[src/rtl/cam_stream_tx.sv]
// cam_stream_tx: synthetic camera pixel stream (pclk/vsync/href/8-bit bus).
// Emits YUYV-style bytes: Y on even byte slots, fixed chroma 8'h80 on odd.
// Optional build macro CAM_TX_NOISE_EN: XORs LFSR noise into Y bits [1:0].
module cam_stream_tx #(
  parameter int         H_ACTIVE   = 640,
  parameter int         V_ACTIVE   = 480,
  parameter int         H_BLANK    = 144,
  parameter int         V_SYNC     = 3,
  parameter int         V_BACK     = 17,
  parameter int         V_FRONT    = 10,
  parameter logic [7:0] GRAY_LEVEL = 8'h40,
  parameter int         SPOT_SIZE  = 16
) (
  input  logic       clk,
  input  logic       reset,
  input  logic       enable,
  input  logic [1:0] pattern_sel,
  input  logic [9:0] spot_x,
  input  logic [8:0] spot_y,
  output logic       pclk_out,
  output logic       vsync,
  output logic       href,
  output logic [7:0] data,
  output logic       frame_done
);

  localparam int LINE_LEN = 2*H_ACTIVE + H_BLANK;
  localparam int BW       = (LINE_LEN > 2) ? $clog2(LINE_LEN) : 1;
  localparam int VMAX01   = (V_SYNC > V_BACK) ? V_SYNC : V_BACK;
  localparam int VMAX23   = (V_ACTIVE > V_FRONT) ? V_ACTIVE : V_FRONT;
  localparam int VMAX     = (VMAX01 > VMAX23) ? VMAX01 : VMAX23;
  localparam int LW       = (VMAX > 2) ? $clog2(VMAX) : 1;

  typedef enum logic [2:0] {
    S_IDLE, S_VSYNC, S_VBACK, S_ACTIVE, S_VFRONT
  } state_t;

  state_t        state, state_n;
  logic [BW-1:0] bcnt, bcnt_n;
  logic [LW-1:0] lcnt, lcnt_n;
  logic [LW-1:0] last_line;
  logic          line_end;
  logic          start;     // frame begins on this tick: latch the config
  logic          done;      // last tick of VFRONT

  // per-frame configuration, frozen at frame start
  logic [1:0]    cfg_pat;
  logic [9:0]    cfg_sx;
  logic [8:0]    cfg_sy;

  // next-position pixel view
  logic [10:0]   x_n, y_n;
  logic [10:0]   sx11, sy11, ex11, ey11;
  logic          in_x, in_y;
  logic [7:0]    y_nom, y_out;
  logic          vsync_n, href_n;
  logic [7:0]    data_n;

  // Output updates happen on the pclk falling edge, i.e. when pclk_out is 1.
  logic tick;
  assign tick = pclk_out;

  // Last line index of the current vertical region.
  always_comb begin
    case (state)
      S_VSYNC:  last_line = LW'(V_SYNC - 1);
      S_VBACK:  last_line = LW'(V_BACK - 1);
      S_ACTIVE: last_line = LW'(V_ACTIVE - 1);
      default:  last_line = LW'(V_FRONT - 1);
    endcase
  end

  // Next-state and counter advance; evaluated every clk, committed on tick.
  always_comb begin
    state_n  = state;
    bcnt_n   = bcnt;
    lcnt_n   = lcnt;
    start    = 1'b0;
    done     = 1'b0;
    line_end = (bcnt == BW'(LINE_LEN - 1));
    case (state)
      S_IDLE: begin
        bcnt_n = '0;
        lcnt_n = '0;
        if (enable) begin
          state_n = S_VSYNC;
          start   = 1'b1;
        end
      end
      default: begin
        if (line_end) begin
          bcnt_n = '0;
          if (lcnt == last_line) begin
            lcnt_n = '0;
            case (state)
              S_VSYNC:  state_n = S_VBACK;
              S_VBACK:  state_n = S_ACTIVE;
              S_ACTIVE: state_n = S_VFRONT;
              default: begin
                // back-to-back frames: frame_done and VSYNC share this tick
                done    = 1'b1;
                start   = enable;
                state_n = enable ? S_VSYNC : S_IDLE;
              end
            endcase
          end else begin
            lcnt_n = lcnt + LW'(1);
          end
        end else begin
          bcnt_n = bcnt + BW'(1);
        end
      end
    endcase
  end

  // Pixel coordinates of the byte about to be driven, 11-bit for clipping.
  assign x_n  = 11'(bcnt_n >> 1);
  assign y_n  = 11'(lcnt_n);
  assign sx11 = {1'b0, cfg_sx};
  assign sy11 = {2'b00, cfg_sy};
  assign ex11 = sx11 + 11'(SPOT_SIZE);
  assign ey11 = sy11 + 11'(SPOT_SIZE);
  assign in_x = (x_n >= sx11) && (x_n < ex11);
  assign in_y = (y_n >= sy11) && (y_n < ey11);

  // Luma pattern generator.
  always_comb begin
    y_nom = GRAY_LEVEL;
    case (cfg_pat)
      2'd1:    y_nom = x_n[9:2];
      2'd2:    y_nom = (x_n[5] ^ y_n[5]) ? 8'hF0 : 8'h10;
      2'd3:    y_nom = (in_x && in_y) ? 8'hFF : 8'h20;
      default: y_nom = GRAY_LEVEL;
    endcase
  end

`ifdef CAM_TX_NOISE_EN
  logic [15:0] lfsr;
  logic        lfsr_step;
  assign lfsr_step = tick && (state_n == S_ACTIVE) && !bcnt_n[0];
  assign y_out     = y_nom ^ {6'b0, lfsr[1:0]};

  // Fibonacci LFSR x^16+x^14+x^13+x^11, one step per Y slot in ACTIVE.
  always_ff @(posedge clk) begin
    if (reset)          lfsr <= 16'hACE1;
    else if (lfsr_step) lfsr <= {lfsr[14:0], lfsr[15] ^ lfsr[13] ^ lfsr[12] ^ lfsr[10]};
  end
`else
  assign y_out = y_nom;
`endif

  // Bus values for the next position.
  always_comb begin
    vsync_n = (state_n == S_VSYNC);
    href_n  = (state_n == S_ACTIVE) && (32'(bcnt_n) < 2*H_ACTIVE);
    data_n  = 8'h00;
    if (href_n) data_n = bcnt_n[0] ? 8'h80 : y_out;
  end

  // State, counters and frame config register; advance only on tick.
  always_ff @(posedge clk) begin
    if (reset) begin
      state   <= S_IDLE;
      bcnt    <= '0;
      lcnt    <= '0;
      cfg_pat <= 2'd0;
      cfg_sx  <= 10'd0;
      cfg_sy  <= 9'd0;
    end else if (tick) begin
      state <= state_n;
      bcnt  <= bcnt_n;
      lcnt  <= lcnt_n;
      if (start) begin
        cfg_pat <= pattern_sel;
        cfg_sx  <= spot_x;
        cfg_sy  <= spot_y;
      end
    end
  end

  // Pixel clock and registered outputs; frame_done is a single-clk pulse.
  always_ff @(posedge clk) begin
    if (reset) begin
      pclk_out   <= 1'b0;
      vsync      <= 1'b0;
      href       <= 1'b0;
      data       <= 8'h00;
      frame_done <= 1'b0;
    end else begin
      pclk_out   <= ~pclk_out;
      frame_done <= 1'b0;
      if (tick) begin
        vsync      <= vsync_n;
        href       <= href_n;
        data       <= data_n;
        frame_done <= done;
      end
    end
  end

endmodule

[config.mk]
export PLATFORM = sky130hd
export DESIGN_NAME = cam_stream_tx
export DESIGN_NICKNAME = d
export VERILOG_FILES = /design/src/rtl/cam_stream_tx.sv
export SDC_FILE = /design/constraint.sdc
export NUM_CORES = 1
export LEC_CHECK = 0
export CORE_ASPECT_RATIO = 0.6
export CORE_UTILIZATION = 50
export DETAILED_ROUTE_END_ITERATION = 16
export DONT_BUFFER_PORTS = 1
export PLACE_DENSITY = 0.66
export SYNTH_ARGS = -nofsm -noshare
export SYNTH_HDL_FRONTEND = slang
export SYNTH_SLANG_ARGS = --single-unit
[constraint.sdc]
create_clock -name clk -period 6.1 [get_ports clk]
set_input_delay 0.61 -clock clk [delete_from_list [all_inputs] [get_ports clk]]
set_output_delay 0.61 -clock clk [all_outputs]
set_load 0.01 [all_outputs]
; Word level (Yosys, flattened, before mapping)
; Index checks and enable logic that the tools add are counted.
[op_classes]
bitwise = 4
muxes = 23
reduce_logical = 8
add_sub_neg = 4
n_lt_le_gt_ge = 5
eq_ne = 10
[op_table]
columns = op, count
row1 = two-way mux 8 bit, 4
row2 = two-way mux 9 bit, 3
row3 = one-hot mux 9 bit (3 select lines), 1
row4 = one-hot mux 8 bit (3 select lines), 1
row5 = two-way mux 11 bit, 2
row6 = two-way mux 3 bit, 4
row7 = adder 10 x 5 -> 11 bit (second input constant), 1
row8 = adder 11 x 1 -> 11 bit (second input constant), 1
row9 = equality test 11 bit (second input constant), 1
row10 = less-than comparator 10 x 11 -> 1 bit, 1
row11 = less-than comparator 11 bit (second input constant), 1
row12 = adder 9 x 5 -> 10 bit (second input constant), 1
row13 = greater-or-equal comparator 10 bit, 1
row14 = less-than comparator 9 x 10 -> 1 bit, 1
row15 = adder 9 x 1 -> 9 bit (second input constant), 1
row16 = equality test 3 x 2 -> 1 bit (second input constant), 3
row17 = equality test 9 bit, 1
row18 = greater-or-equal comparator 9 bit, 1
row19 = one-hot mux 3 bit (3 select lines), 1
row20 = two-way mux 1 bit, 7
row21 = equality test 3 x 1 -> 1 bit (second input constant), 2
row22 = OR reduction 5 bit, 1
row23 = equality test 2 bit (second input constant), 2
row24 = logical AND 1 bit, 4
row25 = 6 further kinds, 8
[word_totals]
inputBits = 24
reg_bits = 56
wordCells = 65

; Longest topological paths before layout
; Gate-level depths: netlist of run 1.
[depth]
ltp_word = 13
depth_mapped = 16
mapped_depth_nobuf = 15

; Worst setup path after synthesis of run 1
; OpenSTA, ideal clock, no wires.
[synth_path]
path_type = register to register
from = register bcnt[0]
to = register data[6]
arrival_ns = 3.846
synth_period_minus_slack_ns = 3.968
stages_incl_launch_ff = 17
setup_time_ns = 0.122
t_required_ns = 5.978
setup_slack_ns = 2.132
path_cell_list = dfxtp_1 > ha_1 > and4b_1 > nand3_2 > or3_1 > buf_2 > o21ai_4 > clkbuf_1 > nand2b_1 > ha_1 > nand2b_1 > a21o_1 > a21oi_1 > o31ai_1 > o311ai_0 > nor2_1 > a221o_1
[synth_between]
elab_chain_cells = 10
elab_cells_between_ends = 24
classes_between = add/sub (1) / order compare (5) / eq/ne (2) / mux (11) / bitwise (1) / reduce/logical (4)
[synth_rtl]
columns = item, line_no
row1 = "start, declared", 39  ; logic [BW-1:0] bcnt, bcnt_n;
row2 = "start signal, assigned", 171  ; bcnt <= bcnt_n;
row3 = adder 11 x 1 -> 11 bit or equality test 11 bit (tied branches), "110, 80"
row4 = two-way mux 11 bit or two-way mux 9 bit (tied branches), 91  ; if (line_end) begin
row5 = two-way mux 11 bit or two-way mux 9 bit (tied branches), 81  ; case (state)
row6 = less-than comparator 10 x 11 -> 1 bit (tied with other cells), 123  ; assign in_x = (x_n >= sx11) && (x_n < ex11);
row7 = "logical AND 1 bit, on equally long branches", "123, 124"
row8 = logical AND 1 bit, 132  ; 2'd3: y_nom = (in_x && in_y) ? 8'hFF : 8'h20;
row9 = two-way mux 8 bit, 132
row10 = one-hot mux 8 bit (3 select lines), 129  ; case (cfg_pat)
row11 = two-way mux 8 bit, 157  ; if (href_n) data_n = bcnt_n[0] ? 8'h80 : y_out;
row12 = two-way mux 8 bit (*), 157
row13 = "end signal, assigned", 195  ; data <= data_n;
row14 = "end, declared", 23  ; output logic [7:0] data,
; Every way passes the cells marked *; elsewhere a longest branch is shown, timed or not.
; A chain may end at the register's enable or synchronous reset.

; Worst setup path after layout of run 1
; Same ends and word-level chain as after synthesis.

==> flow_summary_export.csv, run 1 <==
group,metric,value,unit
final_layout,final_cell_area,3980,µm²
die,die_area,7980,µm²
die,io_pins,36,
min_path,hold_path_class,"input port to flop",
setup_path,timing.critical_path.cells,"ha_1 > and4b_1 > nand3_2 > or3_1 > o21ai_4 > nand2b_1 > ha_1 > nand2b_1 > a21o_1 > a21oi_1 > o31ai_1 > o311ai_0 > buf_4 > nor2_1 > a221o_1",
yosys,yosys_register_bits,56,
global_routing,grt_use_met2,0.327,
yosys,synth_area_leader_cell,"dfxtp_1",
detailed_routing,via_per_inst,5.89,
global_routing,antenna_found_initial,0,
yosys,synth_seq_area_share,0.295,
sta,period_needed,4.11,ns
global_routing,grt_pass1_wl,15.3,mm
cts,cts_buffers,5,
sta,slew_viol_final,0,
cts,h-tree-depth,2,
cts,cts_setup_buffers,0,
job,drv_cap,0,
final_layout,nNetsFinal,508,
final_layout,synthToLayoutAreaGrowth,4.54,%
power_and_ir_drop,finalPower,0.778,mW
setup_path,cp_max_fo,18,
setup_path,cp_data_required_time,6.29,ns
sta,relSlewSlack,0.537,
setup_path,crit_path_end_kind,"flop",
cts,cts_buffer_depth,2,
yosys,ys.flop_type,"dfxtp_1",
final_layout,n_antenna_cell,0,
die,coreArea,7330,µm²
yosys,muxShareOfSynthArea,0.0766,
power_and_ir_drop,vdd_drop_max,95.4,µV
global_routing,grt_max_degree,48,
yosys,synth_top_area_share,0.295,
sta,fmax,243,MHz
global_routing,met3_usage,0.0691,
min_path,hp-start,"reset",
power_and_ir_drop,comb_power_share,0.109,
setup_path,worst-path-buf-inv,1,
detailed_routing,drt-initial-drc-count,247,
detailed_routing,remaining_drc_errors,0,
sta,worst_pin_slew,0.691,ns
yosys,syn_avg_cell_area,8.17,µm²
setup_path,start_kind,"flop",
yosys,yosys.area_share.simple,0.225,
sta,finalCritPeriodShare,0.673,
sta,hold_viol_final,0,
run_status,status,"finished, final reports clean",
detailed_routing,ant_nets,0,
final_layout,layout_commonest_cell,"nor2_1",
power_and_ir_drop,p_per_area,195,nW/µm²
yosys,synthArstFlopShare,0,
yosys,yosys-top-cells-area,"dfxtp_1, ha_1, mux2i_1",
cts,tritoncts,"yes",
yosys,synth_adder_area_share,0.112,
cts,cts_sinks,56,
die,die_x,115,µm
setup_path,r2r-start,"bcnt[0]$_SDFFE_PP0P_",
setup_path,cp.arrival,4.30,ns
yosys,postSynthCellCount,466,
detailed_routing,wl,9.25,mm
yosys,yosysUniqueCellTypes,56,
cts,cts_root_buf,"clkbuf_16",
power_and_ir_drop,seqPwrFrac,0.495,
place,dp_hpwl,6.93,mm
sta,tns,0,ns
global_routing,grtUsageMet1,0.392,
setup_path,critPathMaxStageDelay,0.49,ns
setup_path,criticalPathCategory,"flop to flop",
detailed_routing,avgRoutedWirePerCell,16.7,µm
yosys,synth_top_family_by_area,"simple AND/OR/NAND/NOR gates",
final_layout,final_cell_mix,"nor2_1, dfxtp_1, ha_1",
place,gp_congestion,0.879,
sta,finClkSkew,0.00782,ns
yosys,synth-xor-area-share,0.0598,
die,row_count,24,
cts,path_clk_slew,0.07,ns
die,die_h,69.6,µm
cts,hold_buffers,0,
power_and_ir_drop,power_frac_clock,0.396,
yosys,synth_compound_gate_area_share,0.172,
cts,insertion_delay,0.30,ns
global_routing,grt_busiest_layer,"met1",
power_and_ir_drop,p_sw,0.207,mW
setup_path,critical_path.slowest_cell,"or3_1",
power_and_ir_drop,internal_power,0.571,mW
global_routing,grt_pass1_vias,3031,
setup_path,cp-startpoint,"bcnt[0]$_SDFFE_PP0P_",
yosys,synth_edf_count,0,
power_and_ir_drop,leakagePower,1.49,nW
global_routing,track_usage,0.247,
cts,cts_resized,0,
place,port_buffers,0,
detailed_routing,firstDrtPassIters,4,
power_and_ir_drop,p_sw_frac,0.266,
yosys,synth_area,3810,µm²
die,initial_utilization,0.519,
yosys,synthesis.nets,524,
detailed_routing,vias,3270,
place,dpl-instance-area,3820,µm²
setup_path,cp_top_family,"compound AO/OA/AOI/OAI gates",
yosys,yosysWarnings,0,
final_layout,layout-drive-gt1-share,0.0377,
sta,finalSetupViolCount,0,
global_routing,overflow,0,
sta,rsz0062_at_grt,"false",
state kept, by name, summed over array words and instances (netlist names):
register	cells
bcnt	11
cfg_sx	10
cfg_sy	9
lcnt	9
data	8
state	3
cfg_pat	2
frame_done	1
href	1
pclk_out	1
vsync	1
cells by family (layout without fill, tap and decap cells):
kind of cell | Yosys count | in the layout
compound gates | 93 | 93
xor+xnor | 26 | 26
flops | 56 | 56
simple gates | 177 | 177
fa+ha+maj | 34 | 34
buf+inv | 51 | 36
mux | 29 | 29
Yosys cell counts, drive strengths merged, types with 2 or more instances:
cell type	n
nor2	69
dfxtp	56
ha	34
mux2i	28
nand2	26
inv	25
o21ai	20
a21oi	19
nand3	18
xnor2	18
nor3	16
clkbuf	15
buf	11
nor2b	9
xor2	8
and3	7
nand2b	7
nand4	7
o21a	6
a21o	5
a22o	5
nor4	4
o211ai	4
o31ai	4
a211oi	3
a31oi	3
a32o	3
a32oi	3
and4	3
or3	3
and4b	2
nand3b	2
o2111ai	2
o211a	2
o41ai	2
or2	2
metal layers:
layer  share of wire  up-vias
met5               0        -
li1                -     1633
met3           0.094        7
met2            0.38      120
met4          0.0069        0
met1            0.52     1510
worst paths after layout:
check	endpoint	depth (start not counted)	slack, ns
worst max-delay path	data[6]$_SDFFE_PP0P_	15	1.99
worst min-delay path	bcnt[3]$_SDFFE_PP0P_	1	0.37
worst max register to register	data[6]$_SDFFE_PP0P_	15	1.99
worst min register to register	cfg_sy[2]$_SDFFE_PP0P_	2	0.50
metrics by stage:
step | hold WS (ns) | util | setup slack [ns] | std cells
5_1_grt | 0.368 | 0.543 | 1.68 | 555
2_1_floorplan | 0.460 | - | 2.13 | 466
3_5_place_dp | 0.488 | 0.522 | 2.07 | 547
6_report | 0.373 | 0.543 | 1.99 | 555
4_1_cts | 0.369 | 0.543 | 2.03 | 555
3_3_place_gp | 0.476 | 0.522 | 2.22 | 547
power by group through the flow:
| stage | combinational [mW] | clock (mW) | sequential (mW) |
|---|---|---|---|
| final | 0.0845 | 0.308 | 0.385 |
| after global routing | 0.0953 | 0.323 | 0.387 |
| after CTS | 0.0838 | 0.308 | 0.385 |
| after detailed placement | 0.0833 | 0 | 0.393 |
| after global placement | 0.0813 | 0 | 0.393 |
| after floorplan | 0.0741 | 0 | 0.389 |
area by class of cell:
type | count | area (µm²)
well taps | 104 | 130
inverters | 25 | 93.8
fillers | 705 | 3350
flip-flops and latches | 56 | 1120
clock buffers | 6 | 139
repair buffers | 3 | 22.5
multi-input cells | 359 | 2460
clock inverters | 2 | 15.0
No activity file was read; power rests on OpenSTA's default activity.
==> run 2, diff against run 1 <==
==> constraint.sdc (replaced) <==
create_clock -name clk -period 4.03 [get_ports clk]
set_input_delay 0.403 -clock clk [delete_from_list [all_inputs] [get_ports clk]]
set_output_delay 0.403 -clock clk [all_outputs]
set_load 0.01 [all_outputs]
==> run 2 against run 1 <==
Against the previous run:
- clock power up 45%
- flip-flop and latch count unchanged
- critical endpoint unchanged
- clock skew up 0.0020 ns
- power up 50%
- global-route usage up 0.11 points
- combinational power up 63%
- final area up 1.9%
- die area unchanged
- fmax up 7.1%
==> flow_summary_export.csv, run 2 (synthesized netlist as in run 1, its figures left out) <==
group,metric,value,unit
detailed_routing,firstDrtPassIters,5,
final_layout,largest-register,"bcnt",
die,row_count,24,
cts,h-tree-depth,2,
global_routing,grt_pass1_wl,15.3,mm
detailed_routing,wl,9.40,mm
die,die_h,69.6,µm
global_routing,grt_max_degree,48,
cts,tritoncts,"yes",
setup_path,criticalPathCategory,"flop to flop",
place,gp_congestion,0.970,
sta,period_needed,3.83,ns
final_layout,largest_reg_flops,11,
final_layout,layout-drive-gt1-share,0.0629,
die,initial_utilization,0.519,
global_routing,overflow,0,
sta,finalCritPeriodShare,0.951,
job,drv_cap,0,
sta,finClkSkew,0.00979,ns
global_routing,track_usage,0.248,
power_and_ir_drop,power_frac_clock,0.383,
cts,insertion_delay,0.30,ns
setup_path,r2r-start,"bcnt[0]$_SDFFE_PP0P_",
detailed_routing,ant_nets,0,
die,coreArea,7330,µm²
sta,worst_pin_slew,0.705,ns
power_and_ir_drop,p_sw,0.311,mW
cts,cts_root_buf,"clkbuf_16",
final_layout,final_cell_area,4050,µm²
place,dpl-instance-area,3870,µm²
final_layout,fill_cells,724,
min_path,hp-start,"reset",
sta,relSlewSlack,0.530,
cts,cts_buffer_depth,2,
power_and_ir_drop,p_per_area,288,nW/µm²
power_and_ir_drop,comb_power_share,0.118,
final_layout,final_cell_mix,"nor2_1, dfxtp_1, ha_1",
detailed_routing,vias,3309,
die,die_area,7980,µm²
setup_path,cp_max_fo,10,
setup_path,start_kind,"flop",
setup_path,cp_data_required_time,4.22,ns
setup_path,crit_path_end_kind,"flop",
power_and_ir_drop,leakagePower,1.54,nW
setup_path,cp.arrival,4.03,ns
place,dp_hpwl,6.99,mm
final_layout,utilization,0.553,
power_and_ir_drop,internal_power,0.856,mW
detailed_routing,drt-initial-drc-count,253,
place,port_buffers,0,
die,io_pins,36,
final_layout,synthToLayoutAreaGrowth,6.51,%
final_layout,reg_top3,"bcnt (11), cfg_sx (10)",
sta,finalSetupViolCount,0,
sta,slew_viol_final,0,
die,die_x,115,µm
global_routing,antenna_found_initial,0,
sta,worst_slack,0.196,ns
detailed_routing,avgRoutedWirePerCell,16.6,µm
final_layout,nNetsFinal,518,
cts,cts_buffers,5,
cts,cts_sinks,56,
sta,fmax,261,MHz
setup_path,cp-startpoint,"bcnt[0]$_SDFFE_PP0P_",
global_routing,grt_pass1_vias,3010,
detailed_routing,via_per_inst,5.86,
power_and_ir_drop,vdd_drop_max,187,µV
cts,path_clk_slew,0.07,ns
final_layout,n_antenna_cell,0,
sta,hold_viol_final,0,
power_and_ir_drop,p_sw_frac,0.267,
final_layout,layout_commonest_cell,"nor2_1",
power_and_ir_drop,seqPwrFrac,0.499,
place,dp_slack,0.229,ns
min_path,hold_path_class,"input port to flop",
run_status,status,"finished, final reports clean",
power_and_ir_drop,finalPower,1.17,mW
sta,tns,0,ns
detailed_routing,remaining_drc_errors,0,
[run 2: cell types whose count changed in the layout (fill, tap and decap cells not counted), sizes merged]
cell	delta
clkinv	+1
clkbuf	-1
inv	+1
clkinvlp	-1
buf	+10
[run 2: metrics by stage]
stage | hold slack, ns | cells
after floorplan | 0.460 | 466
after global placement | 0.476 | 553
after detailed placement | 0.481 | 553
after CTS | 0.162 | 561
after global routing | 0.157 | 565
final | 0.167 | 565
[run 2: worst max-delay path: stages (launching register included)]
cell      delay (ns)
dfxtp_1         0.46
ha_1            0.20
and4b_1         0.25
nand3_2         0.15
or3_1           0.49
o21ai_4         0.34
nand2b_1        0.19
ha_1            0.23
nand2b_1        0.14
a21o_1          0.17
a21oi_1         0.15
o31ai_1         0.10
o311ai_0        0.28
buf_4           0.22
nor2_1          0.05
a221o_1         0.30
[run 2: final timing paths]
path / depth (start not counted) / to / slack [ns]
min: 1 / bcnt[8]$_SDFFE_PP0P_ / 0.17
min reg2reg: 2 / cfg_sy[1]$_SDFFE_PP0P_ / 0.50
max: 15 / data[6]$_SDFFE_PP0P_ / 0.20
max reg2reg: 15 / data[6]$_SDFFE_PP0P_ / 0.20
[run 2: routing by layer]
layer  up-vias  GRT usage  part of all wire
li1       1650          -                 -
met1      1545      0.386              0.54
met2       105      0.317              0.38
met3         9     0.0708             0.074
met4         0     0.0808             0.011
met5         -          0                 0
[run 2: power groups by stage]
stage / clock network [mW] / logic, mW / registers [mW]
4_1_cts: 0.457 / 0.131 / 0.582
3_5_place_dp: 0 / 0.129 / 0.595
2_1_floorplan: 0 / 0.112 / 0.589
6_report: 0.447 / 0.138 / 0.582
3_3_place_gp: 0 / 0.127 / 0.594
5_1_grt: 0.475 / 0.154 / 0.583
[run 2: cell type report]
type	instances	area (µm²)	area share
timing repair buffer	13	97.6	0.0241
inverter	25	93.8	0.0231
clock buffer	5	125	0.0309
sequential	56	1120	0.277
clock inverter	3	21.3	0.00525
tap	104	130	0.0321
multi-input combinational	359	2460	0.608
[run 2: timing repair]
item                       in CTS  in global routing
setup endpoints to repair       0                  7
hold buffers                    0                  0
buffers inserted                0                  4
resized for setup               0                  2
==> run 3, diff against run 2 <==
--- a/config.mk
+++ b/config.mk
@@ -7,6 +7,7 @@
 export LEC_CHECK = 0
 export CORE_ASPECT_RATIO = 0.6
 export CORE_UTILIZATION = 50
+export CTS_CLUSTER_SIZE = 14
 export DETAILED_ROUTE_END_ITERATION = 16
 export DONT_BUFFER_PORTS = 1
 export PLACE_DENSITY = 0.66
==> results of run 3 <==
Same layout as run 2: the final DEF is identical, and so are final timing and power.
